**src/rtl/ysyx_25030093_pkg.sv**
```systemverilog
// Shared definitions for the ysyx_25030093 write-back stage: FSM encoding,
// default data width and CSR address width.
package ysyx_25030093_pkg;

  localparam int XLEN_DEF   = 32;
  localparam int CSR_AW     = 12;
  localparam int INSTRET_W  = 64;

  typedef logic [1:0] wbu_state_t;

  localparam wbu_state_t ST_IDLE   = 2'b00;
  localparam wbu_state_t ST_WRITE  = 2'b01;
  localparam wbu_state_t ST_COMMIT = 2'b10;

endpackage

```
**src/rtl/ysyx_25030093_instret_cnt.sv**
```systemverilog
// Retired-instruction counter; increments once per committed result and
// wraps naturally at 2^64.
module ysyx_25030093_instret_cnt
  import ysyx_25030093_pkg::*;
(
  input  logic                 clock,
  input  logic                 reset,
  input  logic                 inc,
  output logic [INSTRET_W-1:0] cnt
);

  logic [INSTRET_W-1:0] cnt_q;
  logic [INSTRET_W-1:0] cnt_d;

  assign cnt_d = cnt_q + {{(INSTRET_W-1){1'b0}}, 1'b1};

  always_ff @(posedge clock or negedge reset) begin
    if (!reset) begin
      cnt_q <= '0;
    end else if (inc) begin
      cnt_q <= cnt_d;
    end
  end

  assign cnt = cnt_q;

endmodule

```
**src/rtl/ysyx_25030093_wbu.sv**
```systemverilog
// Write-back unit: latches one execute result, issues GPR/CSR writes, then
// hands the next PC to fetch. Optional retire counter: YSYX_25030093_WBU_INSTRET_EN.
module ysyx_25030093_wbu
  import ysyx_25030093_pkg::*;
#(
  parameter int XLEN = XLEN_DEF,
  parameter int RA_W = 5
) (
  input  logic              clock,
  input  logic              reset,
  input  logic              in_valid,
  output logic              in_ready,
  input  logic [XLEN-1:0]   rd_data,
  input  logic [XLEN-1:0]   csr_wdata,
  input  logic [XLEN-1:0]   next_pc,
  input  logic [RA_W-1:0]   rd_addr,
  input  logic              rd_wen,
  input  logic [CSR_AW-1:0] csr_addr,
  input  logic              csr_wen,
  output logic              gpr_wen,
  output logic [RA_W-1:0]   gpr_waddr,
  output logic [XLEN-1:0]   gpr_wdata,
  output logic              csr_we,
  output logic [CSR_AW-1:0] csr_waddr,
  output logic [XLEN-1:0]   csr_wdat,
  output logic              out_valid,
  input  logic              out_ready,
  output logic [XLEN-1:0]   pc_out
`ifdef YSYX_25030093_WBU_INSTRET_EN
  ,
  output logic [63:0]       instret
`endif
);

  wbu_state_t        state_q, state_d;
  logic [XLEN-1:0]   rd_data_q, csr_wdata_q, next_pc_q;
  logic [RA_W-1:0]   rd_addr_q;
  logic              rd_wen_q;
  logic [CSR_AW-1:0] csr_addr_q;
  logic              csr_wen_q;
  logic              in_fire;
  logic              out_fire;

  assign in_fire  = in_valid & in_ready;
  assign out_fire = out_valid & out_ready;

  // Anything outside the three legal encodings falls back to IDLE.
  always_comb begin
    state_d = ST_IDLE;
    case (state_q)
      ST_IDLE:   state_d = in_fire ? ST_WRITE : ST_IDLE;
      ST_WRITE:  state_d = ST_COMMIT;
      ST_COMMIT: state_d = out_ready ? ST_IDLE : ST_COMMIT;
      default:   state_d = ST_IDLE;
    endcase
  end

  always_ff @(posedge clock or negedge reset) begin
    if (!reset) begin
      state_q <= ST_IDLE;
    end else begin
      state_q <= state_d;
    end
  end

  always_ff @(posedge clock or negedge reset) begin
    if (!reset) begin
      rd_data_q   <= '0;
      csr_wdata_q <= '0;
      next_pc_q   <= '0;
      rd_addr_q   <= '0;
      rd_wen_q    <= 1'b0;
      csr_addr_q  <= '0;
      csr_wen_q   <= 1'b0;
    end else if (in_fire) begin
      rd_data_q   <= rd_data;
      csr_wdata_q <= csr_wdata;
      next_pc_q   <= next_pc;
      rd_addr_q   <= rd_addr;
      rd_wen_q    <= rd_wen;
      csr_addr_q  <= csr_addr;
      csr_wen_q   <= csr_wen;
    end
  end

  // Outputs decode the state register directly so reset clears them at once.
  assign in_ready  = (state_q == ST_IDLE);
  assign out_valid = (state_q == ST_COMMIT);
  assign gpr_wen   = (state_q == ST_WRITE) & rd_wen_q & (|rd_addr_q);
  assign csr_we    = (state_q == ST_WRITE) & csr_wen_q;

  assign gpr_waddr = rd_addr_q;
  assign gpr_wdata = rd_data_q;
  assign csr_waddr = csr_addr_q;
  assign csr_wdat  = csr_wdata_q;
  assign pc_out    = next_pc_q;

`ifdef YSYX_25030093_WBU_INSTRET_EN
  ysyx_25030093_instret_cnt u_instret (
    .clock (clock),
    .reset (reset),
    .inc   (out_fire),
    .cnt   (instret)
  );
`else
  logic unused_out_fire;
  assign unused_out_fire = out_fire;
`endif

endmodule

```
**config.mk**
```make
export PLATFORM = sky130hd
export DESIGN_NAME = ysyx_25030093_wbu
export DESIGN_NICKNAME = d
export VERILOG_FILES = /design/src/rtl/ysyx_25030093_pkg.sv /design/src/rtl/ysyx_25030093_instret_cnt.sv /design/src/rtl/ysyx_25030093_wbu.sv
export SDC_FILE = /design/constraint.sdc
export NUM_CORES = 1
export LEC_CHECK = 0
export BUFFER_PORTS_ARGS = -buffer_cell sky130_fd_sc_hd__buf_2
export CAP_MARGIN = 25
export CORE_MARGIN = 2
export CORE_UTILIZATION = 30
export DETAILED_ROUTE_END_ITERATION = 8
export HOLD_SLACK_MARGIN = 0.03
export PLACE_DENSITY = 0.71
export SETUP_SLACK_MARGIN = 0.05
export SLEW_MARGIN = 30
export SYNTH_ARGS = -nofsm -noshare
export SYNTH_HDL_FRONTEND = slang
export SYNTH_SLANG_ARGS = --single-unit
```
**constraint.sdc**
```tcl
create_clock -name clock -period 1.4 [get_ports clock]
set_input_delay 0.14 -clock clock [delete_from_list [all_inputs] [get_ports clock]]
set_output_delay 0.14 -clock clock [all_outputs]
set_load 0.02 [all_outputs]
```
==> summary.txt, run 1 <==
Timing
  – Number of hold-slack violations in the final timing report: 0
  – Clock Skews: 0.00443 ns
  – Headroom to the max-slew limit: 0.794
  – Final worst-path cycle share: 1.11
  – Final critical-path setup slack: -0.161 ns
  – Final Max Tran Viols: 0
  – Pin slew with the least headroom to its limit: 0.310 ns
  – Achievable frequency: 0.641 GHz
  – Time the worst path needs with I/O delays and setup: 1.56 ns
  – Number of failing setup endpoints in the final timing report: 111
  – Worst Hold Slack: 0.163 ns
  – RSZ-0062 raised after global routing: yes
  – Final TNS setup: -13.29 ns

Power
  – Peak VDD IR: 1.22 mV
  – Share of power burned in the clock network: 0.203
  – Power density over the cells: 2330 nW/um^2
  – Switching power of the nets: 6.95 mW
  – Power share of the sequential group: 0.327
  – Part of the power in combinational logic: 0.469
  – Internal cell power: 11.9 mW
  – Proportion of total power due to net switching: 0.369
  – Leakage dissipation: 3.95 nW

Route
  – Post-detailed-route wirelength per cell: 16.4 um
  – Total via count after detailed routing: 3,721
  – Routed WL: 13,800 um
  – Number of DRC violations after detailed routing: 0
  – Number of violations reported at the end of detailed-routing iteration 0: 119
  – Via count normalized by instance count: 4.43
  – Residual antenna-violating net count after detailed routing: 0
  – First drt pass iteration count: 4

Finish
  – Number of standard cells in the layout, taps in and fillers out: 840
  – Layout overhead on the synthesized area: 75.5%
  – Final instance area: 8070 um^2
  – Diode insertion count for antenna repair: 0
  – Final core utilization: 0.535
  – Most common cell after layout, fill and taps aside: buf_2
  – Net count reported at finish: 760
  – Fraction of layout instances using a drive strength above 1: 0.630
  – Commonest non-fill, non-tap cells in the layout: buf_2 (230), dfrtp_1 (117), dlygate4sd3_1 (117)

Global route
  – Number of antenna violations at the first check in global routing: 0
  – Vias in the first global route: 4,128
  – Total overflow reported by the global router: 0
  – All-layer global routing usage: 0.168
  – Wire length of the first global-routing pass: 21,100 um
  – Maximum number of pins on one net before global-route repair: 56

Synth
  – Sequential area share after synthesis: 0.637
  – Synth cell types: 13
  – Area share of fa/ha/maj cells after synthesis: 0
  – Net count of the mapped netlist: 376
  – Compound-gate portion of the synthesized area: 0.00272
  – Dominant combinational cell family by area after synthesis: multiplexers
  – Simple-gate portion of the synthesized area: 0.00898
  – Synthesized flop and latch total: 117
  – Synth Area in XOR/XNOR: 0
  – Cell area after synthesis: 4600 um^2
  – Syn_area_per_cell: 17.9 um^2
  – Mux share of post-synthesis cell area: 0.313
  – Warnings from Yosys: 0
  – Cells after synthesis: 257

Clock tree
  – Clock root cell: clkbuf_16
  – H-tree depth: 4
  – Number of sinks driven by the clock tree: 117
  – Number of CTS-inserted buffers: 17
  – Clock-pin slew of the registers on the worst-case setup and hold paths: 0.06 ns
  – Max Root-Sink Buffers: 2
  – Clock tree from TritonCTS: yes
  – Worst-skew pair later-pin latency: 0.40 ns

Placed design
  – Total placed cells including tap cells: 688
  – Routability congestion estimate from global placement: 0.707
  – Number of port buffers: 235
  – Half-perimeter wire length after detailed placement: 7770 um
  – Post-DP Area: 6070 um^2

Status
  – Violations in the final reports: negative setup slack
  – Run status: complete, but fails checks

Setup path
  – CP Data Arrival Time: 1.84 ns
  – Category of the critical setup timing path: reg2reg
  – Logic depth of the worst register-to-register path: 4
  – R2R Path Start: state_q[0]
  – Timing startpoint of the critical path: state_q[0]
  – Element type at the critical path start: flop
  – Crit path required time: 1.68 ns
  – Maximum net fanout on the critical path: 20
  – Critical path endpoint category: flop

Floorplan
  – Core Box Area: 15,100 um^2
  – Die Width: 128 um
  – Number of rows in the core area: 45
  – Count of boundary I/O pins: 236
  – Starting density of the core: 0.305
  – Vertical extent of the die: 128 um
  – Overall die area: 16,300 um^2

Flow run
  – Max capacitance violation total: 0

Worst hold path
  – Worst min-delay path class: in2async
metal layers:
layer	vias up	track usage	share of wire
met4	0	0.0769	0.032
met1	1841	0.178	0.38
met5	-	0	0
met2	168	0.299	0.53
met3	39	0.0584	0.060
li1	1673	-	-
cell families after synthesis:
family                 Yosys count
AOI/OAI and AO/OA                2
muxes                          115
and+or+nand+nor                  7
buffers and inverters           16
DFF                            117
power groups by stage:
stage | sequential, mW | combinational (mW) | clock, mW
after floorplan | 8.12 | 3.08 | 0
after detailed placement | 6.07 | 7.77 | 0
after CTS | 6.10 | 8.54 | 3.93
after global placement | 5.99 | 7.63 | 0
after global routing | 6.37 | 9.28 | 4.13
final | 6.16 | 8.83 | 3.82
final cells by class:
class                           count  area (um^2)
Multi-Input combinational cell    124         1630
Timing Repair Buffer              378         2750
Inverter                            3         11.3
Tap cell                          188          235
Clock inverter                     10         60.1
Sequential cell                   117         2930
Fill cell                        1219         7020
Clock buffer                       20          457
worst max-delay path: stages, from the launching register on:
cell and delay [ns]:
dfrtp_1 0.41, nor3b_4 0.28, buf_12 0.22, buf_12 0.18, mux2_2 0.34
path summary, 6_finish.rpt:
check,endpoint,slack (ns)
setup / recovery,gpr_wdata[27],-0.16
hold / removal,pc_out[20],0.16
setup reg to reg,gpr_wdata[27],-0.16
hold reg to reg,pc_out[2],0.50
max in group asynchronous,csr_wdat[30],0.67
min in group clock,state_q[0],0.22
flip-flops by register name, summed over array words and instances (netlist names):
| register | count |
|---|---|
| csr_wdat | 32 |
| gpr_wdata | 32 |
| pc_out | 32 |
| csr_waddr | 12 |
| gpr_waddr | 5 |
| state_q | 2 |
| csr_wen_q | 1 |
| rd_wen_q | 1 |
Yosys cell counts:
cell type	n	area share
dfrtp_1	117	0.64
mux2_2	76	0.19
mux2_4	39	0.13
buf_4	7	0.011
buf_12	5	0.022
inv_1	3	0.0024
nor2_1	3	0.0024
nand2b_1	2	0.0027
a211oi_1	1	0.0016
buf_6	1	0.0024
nor3_1	1	0.0011
nor3b_2	1	0.0027
o21ai_0	1	0.0011
timing repair:
| action | in CTS | in global routing |
|---|---|---|
| endpoints found under the hold margin | 233 | 0 |
| hold buffers | 117 | 0 |
| pin swaps | 0 | 1 |
| gates cloned | 1 | 3 |
| setup buffers | 0 | 1 |
| endpoints found under the setup margin | 116 | 119 |
| gates resized for setup | 43 | 10 |
per-stage QoR:
| step | worst slack [ns] | total power [mW] |
|---|---|---|
| 3_5_place_dp | -0.123 | 13.8 |
| 6_report | -0.161 | 18.8 |
| 3_3_place_gp | -0.0956 | 13.6 |
| 2_1_floorplan | -0.0105 | 11.2 |
| 4_1_cts | -0.162 | 18.6 |
| 5_1_grt | -0.224 | 19.8 |
(Power assumes the default switching activity.)
==> run 2, diff against run 1 <==
--- a/config.mk
+++ b/config.mk
@@ -5,13 +5,13 @@
 export SDC_FILE = /design/constraint.sdc
 export NUM_CORES = 1
 export LEC_CHECK = 0
-export BUFFER_PORTS_ARGS = -buffer_cell sky130_fd_sc_hd__buf_2
+export BUFFER_PORTS_ARGS = -buffer_cell sky130_fd_sc_hd__clkbuf_2
 export CAP_MARGIN = 25
 export CORE_MARGIN = 2
-export CORE_UTILIZATION = 30
+export CORE_UTILIZATION = 45
 export DETAILED_ROUTE_END_ITERATION = 8
 export HOLD_SLACK_MARGIN = 0.03
-export PLACE_DENSITY = 0.71
+export PLACE_DENSITY = 0.91
 export SETUP_SLACK_MARGIN = 0.05
 export SLEW_MARGIN = 30
 export SYNTH_ARGS = -nofsm -noshare
==> constraint.sdc (replaced) <==
create_clock -name clock -period 1.5 [get_ports clock]
set_input_delay 0.15 -clock clock [delete_from_list [all_inputs] [get_ports clock]]
set_output_delay 0.15 -clock clock [all_outputs]
set_load 0.02 [all_outputs]
==> run 2 against run 1 <==
Net effect: the flow still finishes with violations (negative setup slack); combinational power up 5.8%; register-to-register slack lost 0.04 ns; core utilization increased by 33 points; hold slack worse by 0.032 ns; count of clock-buffer cells in the layout rose by 1; first-iteration DRC count is 7.6% higher; non-clock buffer count grew 15; setup slack got worse by 0.037 ns; global-route usage up 12 points; sequential share of layout area decreased by 2.0 points; critical path depth up 3; critical path type unchanged; critical endpoint is now csr_wdat[29].
==> summary.txt, run 2 (synthesis results as in run 1) <==
Timing
  – Time the worst path needs with I/O delays and setup: 1.70 ns (was 1.56 ns)
  – Number of failing setup endpoints in the final timing report: 110 (was 111)
  – Worst Hold Slack: 0.131 ns (was 0.163 ns)
  – Headroom to the max-slew limit: 0.788 (was 0.794)
  – Final critical-path setup slack: -0.198 ns (was -0.161 ns)
  – Final worst-path cycle share: 1.13 (was 1.11)
  – Final Max Tran Viols: 0 (unchanged)
  – RSZ-0062 raised after global routing: yes (unchanged)
  – Achievable frequency: 0.589 GHz (was 0.641 GHz)
  – Clock Skews: 0.00533 ns (was 0.00443 ns)
  – Pin slew with the least headroom to its limit: 0.318 ns (was 0.310 ns)
  – Number of hold-slack violations in the final timing report: 0 (unchanged)

Power
  – Internal cell power: 12.5 mW (was 11.9 mW)
  – Leakage dissipation: 4.30 nW (was 3.95 nW)
  – Peak VDD IR: 1.39 mV (was 1.22 mV)
  – Proportion of total power due to net switching: 0.362 (was 0.369)
  – Final total power: 19.5 mW (was 18.8 mW)
  – Power density over the cells: 2290 nW/um^2 (was 2330 nW/um^2)
  – Switching power of the nets: 7.08 mW (was 6.95 mW)
  – Part of the power in combinational logic: 0.478 (was 0.469)
  – Power share of the sequential group: 0.302 (was 0.327)
  – Share of power burned in the clock network: 0.219 (was 0.203)

Floorplan
  – Die Width: 105 um (was 128 um)
  – Number of rows in the core area: 36 (was 45)
  – Core Box Area: 9860 um^2 (was 15,100 um^2)
  – Count of boundary I/O pins: 236 (unchanged)
  – Vertical extent of the die: 105 um (was 128 um)
  – Starting density of the core: 0.466 (was 0.305)
  – Overall die area: 11,000 um^2 (was 16,300 um^2)

Clock tree
  – Number of CTS-inserted buffers: 17 (unchanged)
  – Max Root-Sink Buffers: 2 (unchanged)
  – Number of sinks driven by the clock tree: 117 (unchanged)
  – Clock root cell: clkbuf_8 (was clkbuf_16)
  – Clock tree from TritonCTS: yes (unchanged)
  – H-tree depth: 4 (unchanged)
  – Clock-pin slew of the registers on the worst-case setup and hold paths: 0.06 ns (about the same)
  – Worst-skew pair later-pin latency: 0.50 ns (was 0.40 ns)

Status
  – Violations in the final reports: negative setup slack (unchanged)
  – Run status: complete, but fails checks (unchanged)

Route
  – Post-detailed-route wirelength per cell: 20.0 um (was 16.4 um)
  – Total via count after detailed routing: 3,863 (was 3,721)
  – First drt pass iteration count: 4 (unchanged)
  – Number of violations reported at the end of detailed-routing iteration 0: 128 (was 119)
  – Number of DRC violations after detailed routing: 0 (unchanged)
  – Via count normalized by instance count: 4.80 (was 4.43)
  – Residual antenna-violating net count after detailed routing: 0 (unchanged)
  – Routed WL: 16,100 um (was 13,800 um)

Setup path
  – CP Data Arrival Time: 2.08 ns (was 1.84 ns)
  – Crit path required time: 1.89 ns (was 1.68 ns)
  – Maximum net fanout on the critical path: 6 (was 20)
  – Element type at the critical path start: flop (unchanged)
  – Timing startpoint of the critical path: state_q[1] (was state_q[0])
  – R2R Path Start: state_q[1] (was state_q[0])
  – Category of the critical setup timing path: reg2reg (unchanged)
  – Critical path endpoint category: flop (unchanged)

Placed design
  – Half-perimeter wire length after detailed placement: 7890 um (was 7770 um)
  – Number of port buffers: 235 (unchanged)
  – Routability congestion estimate from global placement: 0.762 (was 0.707)

Global route
  – Maximum number of pins on one net before global-route repair: 53 (was 56)
  – Number of antenna violations at the first check in global routing: 3 (was 0)
  – Total overflow reported by the global router: 0 (unchanged)
  – Wire length of the first global-routing pass: 23,800 um (was 21,100 um)
  – Vias in the first global route: 4,443 (was 4,128)
  – All-layer global routing usage: 0.283 (was 0.168)

Finish
  – Fraction of layout instances using a drive strength above 1: 0.638 (was 0.630)
  – Most common cell after layout, fill and taps aside: clkbuf_2 (was buf_2)
  – Layout overhead on the synthesized area: 85.7% (was 75.5%)
  – Commonest non-fill, non-tap cells in the layout: clkbuf_2 (230), dfrtp_1 (117), dlygate4sd3_1 (117) (was buf_2 (230), dfrtp_1 (117), dlygate4sd3_1 (117))
  – Net count reported at finish: 775 (was 760)
  – Final core utilization: 0.866 (was 0.535)

Worst hold path
  – Worst min-delay path class: in2async (unchanged)

Flow run
  – Max capacitance violation total: 0 (unchanged)
## run 2: path summary, 6_finish.rpt
path | to | slack, ns | depth (start not counted)
worst max-delay path | csr_wdat[29] | -0.20 | 7
worst min-delay path | pc_out[22] | 0.13 | 2
worst max register to register | csr_wdat[29] | -0.20 | 7
worst min register to register | pc_out[13] | 0.50 | 1
max in group asynchronous | gpr_wdata[10] | 0.79 | 3
min in group clock | state_q[0] | 0.32 | 5
## run 2: routing by layer
metal,GRT usage,share of wire,vias up
met5,0,0,-
met3,0.0799,0.056,46
li1,-,-,1710
met4,0.140,0.037,0
met1,0.294,0.36,1920
met2,0.519,0.55,187
## run 2: repair_timing
action	CTS	global route
hold endpoints to repair	233	0
cloned	6	6
resized for setup	56	49
hold buffers	117	0
setup buffers	9	5
setup endpoints to repair	110	119
pin swaps	1	0
## run 2: layout make-up
class / instances / area [um^2]
flip-flops and latches: 117 / 2930
clock inverters: 11 / 173
fillers: 448 / 1330
multi-input cells: 124 / 1730
well taps: 133 / 166
diodes: 3 / 7.51
repair buffers: 393 / 3060
inverters: 3 / 11.3
clock buffers: 21 / 459
## run 2: worst max-delay path, cell delays in order, from the launching register on
cell and delay, ns:
dfrtp_1 0.39, buf_4 0.15, nor3b_4 0.22, buf_6 0.19, buf_12 0.13, buf_12 0.10
buf_16 0.11, mux2_4 0.30
## run 2: power by group through the flow
stage	clock network, mW	logic, mW	registers, mW
global placement	0	7.02	5.63
floorplan	0	2.87	7.58
CTS	4.32	8.52	5.76
detailed placement	0	7.19	5.77
finish	4.28	9.34	5.91
global route	4.51	9.76	6.08
## run 2: through the flow
stage	std cells	area, um^2	worst slack, ns	setup TNS [ns]
3_5_place_dp	630	5980	-0.0389	-0.854
3_3_place_gp	630	5980	0.0272	0
6_report	805	8540	-0.198	-12.91
5_1_grt	805	8540	-0.254	-19.02
2_1_floorplan	257	4600	0.0891	0
4_1_cts	794	8250	-0.181	-11.75
